File: src/rtl/instruction_fetch_pkg.sv
// -----------------------------------------------------------------------------
// instruction_fetch_pkg
// Shared definitions for the instruction fetch unit:
//   - fetch_state_e    : fetch FSM state encoding (IDLE, FETCH, WAIT, HOLD)
//   - NOP_INSTR        : canonical no-op (addi x0,x0,0) shown when nothing is held
//   - DEFAULT_RESET_PC : default first fetch address after reset
//   - field positions  : bit ranges of op / funct3 / funct7 inside an instruction
//   - helpers          : field extraction, word alignment, misalignment test
// -----------------------------------------------------------------------------
package instruction_fetch_pkg;

   typedef enum logic [1:0] {
      ST_IDLE  = 2'd0,
      ST_FETCH = 2'd1,
      ST_WAIT  = 2'd2,
      ST_HOLD  = 2'd3
   } fetch_state_e;

   localparam logic [31:0] NOP_INSTR        = 32'h0000_0013;
   localparam logic [31:0] DEFAULT_RESET_PC = 32'h0000_0000;
   localparam logic [31:0] PC_STEP          = 32'd4;

   // Instruction field positions (RISC-V base encoding).
   localparam int OP_LSB     = 0;
   localparam int OP_W       = 7;
   localparam int FUNCT3_LSB = 12;
   localparam int FUNCT3_W   = 3;
   localparam int FUNCT7_LSB = 25;
   localparam int FUNCT7_W   = 7;

   function automatic logic [6:0] instr_op(input logic [31:0] w);
      return w[OP_LSB +: OP_W];
   endfunction

   function automatic logic [2:0] instr_funct3(input logic [31:0] w);
      return w[FUNCT3_LSB +: FUNCT3_W];
   endfunction

   function automatic logic [6:0] instr_funct7(input logic [31:0] w);
      return w[FUNCT7_LSB +: FUNCT7_W];
   endfunction

   // Clears the byte-offset bits so every fetch address is word aligned.
   function automatic logic [31:0] word_align(input logic [31:0] addr);
      return addr & 32'hFFFF_FFFC;
   endfunction

   function automatic logic is_misaligned(input logic [31:0] addr);
      return (addr[1:0] != 2'b00);
   endfunction

endpackage : instruction_fetch_pkg

File: src/rtl/instruction_fetch_pc_reg.sv
// -----------------------------------------------------------------------------
// fetch_pc_reg
// Program counter register and its next-pc selection.
//   pc_d selection (highest priority first):
//     rst                      -> RESET_PC
//     advance && branch_taken  -> word-aligned branch_target
//     advance                  -> pc + 4 (wraps 32'hFFFFFFFC -> 0)
//     otherwise                -> hold
// Ports:
//   clk           in   clock, rising edge
//   rst           in   synchronous active-high reset
//   advance       in   the held instruction is being consumed this cycle
//   branch_taken  in   the consumed instruction redirects the pc
//   branch_target in   redirect address (low two bits are dropped)
//   pc            out  current fetch address
// -----------------------------------------------------------------------------
module fetch_pc_reg
   import instruction_fetch_pkg::*;
#(
   parameter logic [31:0] RESET_PC = DEFAULT_RESET_PC
) (
   input  logic        clk,
   input  logic        rst,
   input  logic        advance,
   input  logic        branch_taken,
   input  logic [31:0] branch_target,
   output logic [31:0] pc
);

   logic [31:0] pc_q;
   logic [31:0] pc_d;

   always_comb begin
      pc_d = pc_q;
      if (rst) begin
         pc_d = RESET_PC;
      end else if (advance) begin
         if (branch_taken) begin
            pc_d = word_align(branch_target);
         end else begin
            // Plain 32-bit add: carry out is discarded, so the top word wraps to 0.
            pc_d = pc_q + PC_STEP;
         end
      end
   end

   always_ff @(posedge clk) begin
      if (rst) begin
         pc_q <= RESET_PC;
      end else begin
         pc_q <= pc_d;
      end
   end

   assign pc = pc_q;

endmodule : fetch_pc_reg

File: src/rtl/instruction_fetch.sv
// -----------------------------------------------------------------------------
// instruction_fetch
// Fetches one instruction at a time from instruction memory, holds it for
// decode, and steps the pc (sequential or branch redirect) once it is consumed.
//
// Handshakes (both sides): a transfer happens on a rising edge where valid and
// ready are both 1. Once valid is raised it stays raised, with its payload
// unchanged, until that transfer. imem_rsp_valid has no ready: the unit only
// listens for it while a request is outstanding (WAIT) and ignores it otherwise.
//
// Ports:
//   clk, rst              clock and synchronous active-high reset
//   imem_req_valid/ready  fetch request handshake, imem_addr = word address
//   imem_rsp_valid/data   returned instruction word (one cycle pulse)
//   instr_valid/ready     held-instruction handshake toward decode/execute
//   instr, instr_pc       held word (NOP when nothing held) and its address
//   op, funct3, funct7    fields of instr for the control unit
//   branch_taken/target   redirect for the instruction being consumed
//   misalign_err          sticky: some taken branch had a non-word target
//
// The FSM is split into state register, next-state logic and output logic.
// The state is visible on the internal signal state_q for checkers.
// -----------------------------------------------------------------------------
module instruction_fetch
   import instruction_fetch_pkg::*;
#(
   parameter logic [31:0] RESET_PC = DEFAULT_RESET_PC
) (
   input  logic        clk,
   input  logic        rst,
   output logic        imem_req_valid,
   input  logic        imem_req_ready,
   output logic [31:0] imem_addr,
   input  logic        imem_rsp_valid,
   input  logic [31:0] imem_rsp_data,
   output logic        instr_valid,
   input  logic        instr_ready,
   output logic [31:0] instr,
   output logic [31:0] instr_pc,
   output logic [6:0]  op,
   output logic [2:0]  funct3,
   output logic [6:0]  funct7,
   input  logic        branch_taken,
   input  logic [31:0] branch_target,
   output logic        misalign_err
);

   fetch_state_e state_q;
   fetch_state_e state_d;

   logic [31:0] instr_q;
   logic [31:0] instr_d;
   logic [31:0] instr_pc_q;
   logic [31:0] instr_pc_d;
   logic        misalign_q;
   logic        misalign_d;

   logic [31:0] pc;
   logic        accept_rsp;
   logic        advance_pc;

   // ---------------------------------------------------------------------------
   // FSM: state register
   // ---------------------------------------------------------------------------
   always_ff @(posedge clk) begin
      if (rst) begin
         state_q <= ST_IDLE;
      end else begin
         state_q <= state_d;
      end
   end

   // ---------------------------------------------------------------------------
   // FSM: next-state logic
   // ---------------------------------------------------------------------------
   always_comb begin
      state_d = state_q;
      unique case (state_q)
         ST_IDLE:  state_d = ST_FETCH;
         // imem_req_valid is 1 throughout FETCH, so ready alone completes it.
         ST_FETCH: if (imem_req_ready) state_d = ST_WAIT;
         ST_WAIT:  if (imem_rsp_valid) state_d = ST_HOLD;
         ST_HOLD:  if (instr_ready)    state_d = ST_FETCH;
         default:  state_d = ST_IDLE;
      endcase
   end

   // ---------------------------------------------------------------------------
   // FSM: output logic
   // ---------------------------------------------------------------------------
   always_comb begin
      imem_req_valid = (state_q == ST_FETCH);
      instr_valid    = (state_q == ST_HOLD);
      // A response only counts while exactly one request is outstanding.
      accept_rsp     = (state_q == ST_WAIT) && imem_rsp_valid;
      // Branch inputs are meaningful only when the held instruction retires.
      advance_pc     = (state_q == ST_HOLD) && instr_ready;
   end

   // ---------------------------------------------------------------------------
   // Held instruction and sticky misalignment flag
   // ---------------------------------------------------------------------------
   always_comb begin
      instr_d    = instr_q;
      instr_pc_d = instr_pc_q;
      misalign_d = misalign_q;
      if (accept_rsp) begin
         instr_d    = imem_rsp_data;
         // pc is frozen from FETCH through HOLD, so it names the returned word.
         instr_pc_d = pc;
      end
      if (advance_pc && branch_taken && is_misaligned(branch_target)) begin
         misalign_d = 1'b1;
      end
   end

   always_ff @(posedge clk) begin
      if (rst) begin
         instr_q    <= NOP_INSTR;
         instr_pc_q <= RESET_PC;
         misalign_q <= 1'b0;
      end else begin
         instr_q    <= instr_d;
         instr_pc_q <= instr_pc_d;
         misalign_q <= misalign_d;
      end
   end

   // ---------------------------------------------------------------------------
   // PC register and next-pc mux
   // ---------------------------------------------------------------------------
   fetch_pc_reg #(
      .RESET_PC (RESET_PC)
   ) u_pc_reg (
      .clk           (clk),
      .rst           (rst),
      .advance       (advance_pc),
      .branch_taken  (branch_taken),
      .branch_target (branch_target),
      .pc            (pc)
   );

   // ---------------------------------------------------------------------------
   // Output view: a NOP is presented whenever nothing is held, so decode never
   // sees a stale word; the fields always follow what is presented.
   // ---------------------------------------------------------------------------
   always_comb begin
      instr    = instr_valid ? instr_q : NOP_INSTR;
      op       = instr_op(instr);
      funct3   = instr_funct3(instr);
      funct7   = instr_funct7(instr);
      instr_pc = instr_pc_q;
   end

   assign imem_addr    = pc;
   assign misalign_err = misalign_q;

endmodule : instruction_fetch

File: config.mk
export PLATFORM = sky130hd
export DESIGN_NAME = instruction_fetch
export DESIGN_NICKNAME = d
export VERILOG_FILES = /design/src/rtl/instruction_fetch_pkg.sv /design/src/rtl/instruction_fetch_pc_reg.sv /design/src/rtl/instruction_fetch.sv
export SDC_FILE = /design/constraint.sdc
export NUM_CORES = 1
export LEC_CHECK = 0
export ABC_AREA = 1
export CAP_MARGIN = 20
export CORE_MARGIN = 2
export CORE_UTILIZATION = 48
export DETAILED_ROUTE_END_ITERATION = 7
export PLACE_DENSITY = 0.84
export SYNTH_ARGS = -nofsm -noshare
export SYNTH_HDL_FRONTEND = slang
export SYNTH_SLANG_ARGS = --single-unit
export TNS_END_PERCENT = 50
File: constraint.sdc
create_clock -name clk -period 4.59 [get_ports clk]
set_clock_uncertainty 0.2 [all_clocks]
set_input_delay 0.6885 -clock clk [delete_from_list [all_inputs] [get_ports clk]]
set_output_delay 0.6885 -clock clk [all_outputs]
set_load 0.02 [all_outputs]
==> results.cfg <==
[global_routing]
gr-total-overflow = 0
grt_max_degree = 69
grt_usage = 0.263
antenna_found_initial = 0
grt_pass1_vias = 4812
grt_first_pass_wirelength_um = 23400

[synth]
yosysWarningCount = 0
syn_area_per_cell_um2 = 6.79
synth-seq-cells = 95
synth_area_um2 = 4790
ys_types = 32
syn_inst = 706
seq_area_frac_synth = 0.397

[setup_path]
critPathKind = flip-flop to primary output
timing.rr.start = state_q[0]$_SDFFE_PP0P_
endpoint_kind = primary output
r2r_cells = 7
r2r-end = u_pc_reg.pc[9]$_SDFFE_PP0N_
cpMaxStageDelayCell = clkdlybuf4s50_1
worstPathRequired_ns = 3.70
startpoint_type = flip-flop
crit_fanout = 30
path_cells = ha_1 -> buf_16 -> buf_4 -> nand2_1 -> inv_1 -> clkdlybuf4s50_1
crit_cells = 6
reg2reg_slack_ns = 2.06
crit_family = buffers and inverters
arrival_ns = 2.09
path_buf_inv = 4
crit_path_max_incr_delay_ns = 0.59

[clock_tree]
cts_tree = done
clkLatencyLatePin_ns = 0.37
path_clk_slew_ns = 0.10
post_cts_buffers = 0
cts_resized = 0
htree_levels = 3
numCtsBuffers = 9
cts_sinks = 95
cts_hold_buf = 0
cts_max_path_buffers = 2
ctsRootBufferMaster = clkbuf_8

[route]
via_count = 5093
drt_wl_total_um = 14200
drtIter0Drc = 302
wl_per_cell_um = 14.3
detail-route-antenna-nets = 0
drc_errors = 0
via_per_inst = 5.15
dr.pass1.iters = 4

[layout]
antennaDiodeCount = 0
final_cell_mix = clkdlybuf4s50_1, nand2_1, nor2_1
synthToLayoutAreaGrowth_pct = 40.2
drive_gt1_frac = 0.0619
final_nets = 925
final_common_cell = clkdlybuf4s50_1

[floorplanning]
coreArea_um2 = 9730
start_util = 0.493
die_h_um = 104
rows = 36
die_w_um = 104
io_pins = 186
dieArea_um2 = 10800

[power]
power.density_nw_per_um2 = 338
ir_drop_mv = 0.171
power.static_leakage_uw = 0.00256

[worst_hold_path]
min_from = instr_pc[17]$_SDFFE_PP0P_
hold_end = instr_pc[17]$_SDFFE_PP0P_
min_path_cells = 2
worstHoldPathType = flip-flop to flip-flop

[run]
drv_cap = 0

[sta]
setup_viol_count_final = 0
worstMarginPinSlew_ns = 0.870
slew_viol_final = 0
rsz0062_at_grt = false
hold_slack_ns = 0.290
fmax_mhz = 335
relSlewSlack = 0.418
layout_min_cycle_time_ns = 2.98
post-route-period-util = 0.650
final.setup.tns_ns = 0
hold_viol_final = 0

[outcome]
outcome = completed

[placement]
numPortBuffers = 181
post-dp-hpwl_um = 10400
gp_congestion = 0.958
==> per-layer routing <==
layer,vias up,track usage,part of all wire
li1,2524,-,-
met1,2265,0.349,0.43
met2,272,0.426,0.46
met3,32,0.0445,0.080
met4,0,0.108,0.028
met5,-,0,0
==> stage by stage <==
step	setup WS (ns)	utilization	cell area (um^2)	std cells	power, uW
finish	1.61	0.691	6720	989	2270
global route	1.53	0.691	6720	989	2400
CTS	1.06	0.688	6690	988	2270
detailed placement	1.48	0.668	6500	972	1740
global placement	1.50	0.668	6500	972	1710
floorplan	2.22	-	4800	709	1440
==> worst max-delay path by stage <==
stage	start	end	slack, ns
5_1_grt	state_q[0]$_SDFFE_PP0P_	instr[23]	1.53
3_3_place_gp	state_q[0]$_SDFFE_PP0P_	instr[23]	1.50
6_report	state_q[0]$_SDFFE_PP0P_	instr[23]	1.61
3_5_place_dp	state_q[0]$_SDFFE_PP0P_	instr[23]	1.48
2_1_floorplan	state_q[0]$_SDFFE_PP0P_	op[0]	2.22
4_1_cts	state_q[0]$_SDFFE_PP0P_	instr[23]	1.06
==> report_power, final <==
part           leakage, uW  internal [uW]  switching (uW)
combinational      0.00170            308             387
clock            0.0000922            231             308
sequential        0.000772            954            84.8
==> cells by family after synthesis <==
family,share of synthesized area
compound gates,0.166
fa+ha+maj,0.0104
buf+inv,0.127
flops,0.397
other cells,0.000782
simple gates,0.299
==> synth_stat cells <==
library cell / count / area, um^2
or2_2: 1 / 6.26
a31oi_1: 7 / 43.8
a21oi_2: 6 / 52.6
inv_1: 73 / 274
a211oi_1: 4 / 30.0
buf_4: 24 / 180
inv_2: 4 / 15.0
nor2_1: 127 / 477
a311oi_1: 4 / 35.0
clkbuf_1: 22 / 82.6
and2_1: 1 / 6.26
conb_1: 1 / 3.75
nand4_1: 1 / 6.26
nand2_4: 2 / 22.5
buf_1: 1 / 3.75
o21ai_0: 68 / 340
a21oi_1: 36 / 180
nor3_1: 7 / 35.0
a22oi_1: 1 / 7.51
nor2_8: 1 / 20.0
nand2_1: 138 / 518
dfxtp_1: 95 / 1900
o211ai_1: 13 / 97.6
clkbuf_4: 1 / 7.51
o221ai_1: 1 / 8.76
nand3_1: 39 / 195
nor2_4: 9 / 101
dlygate4sd1_1: 2 / 17.5
nor2_2: 1 / 6.26
nand2_2: 6 / 37.5
buf_2: 6 / 30.0
ha_1: 4 / 50.1
==> flip-flops by register name, summed over array words and instances (netlist names) <==
register,flops
misalign_err,1
instr_pc,30
state_q,2
instr_q,32
u_pc_reg.pc,30
==> layout make-up <==
type / instances / area, um^2
Clock buffer: 11 / 151
Multi-Input combinational cell: 481 / 2290
Clock inverter: 5 / 41.3
Timing Repair Buffer: 187 / 1880
Sequential cell: 95 / 1900
Tap cell: 133 / 166
Fill cell: 812 / 3010
Inverter: 77 / 289
==> worst register-to-register path: stages (launching register included) <==
cell and delay, ns:
dfxtp_1 0.37, ha_1 0.31, nand2_2 0.06, buf_4 0.25
nor2_1 0.71, inv_1 0.17, nor3_1 0.24, a311oi_1 0.08
No activity file was read; power rests on OpenSTA's default activity.
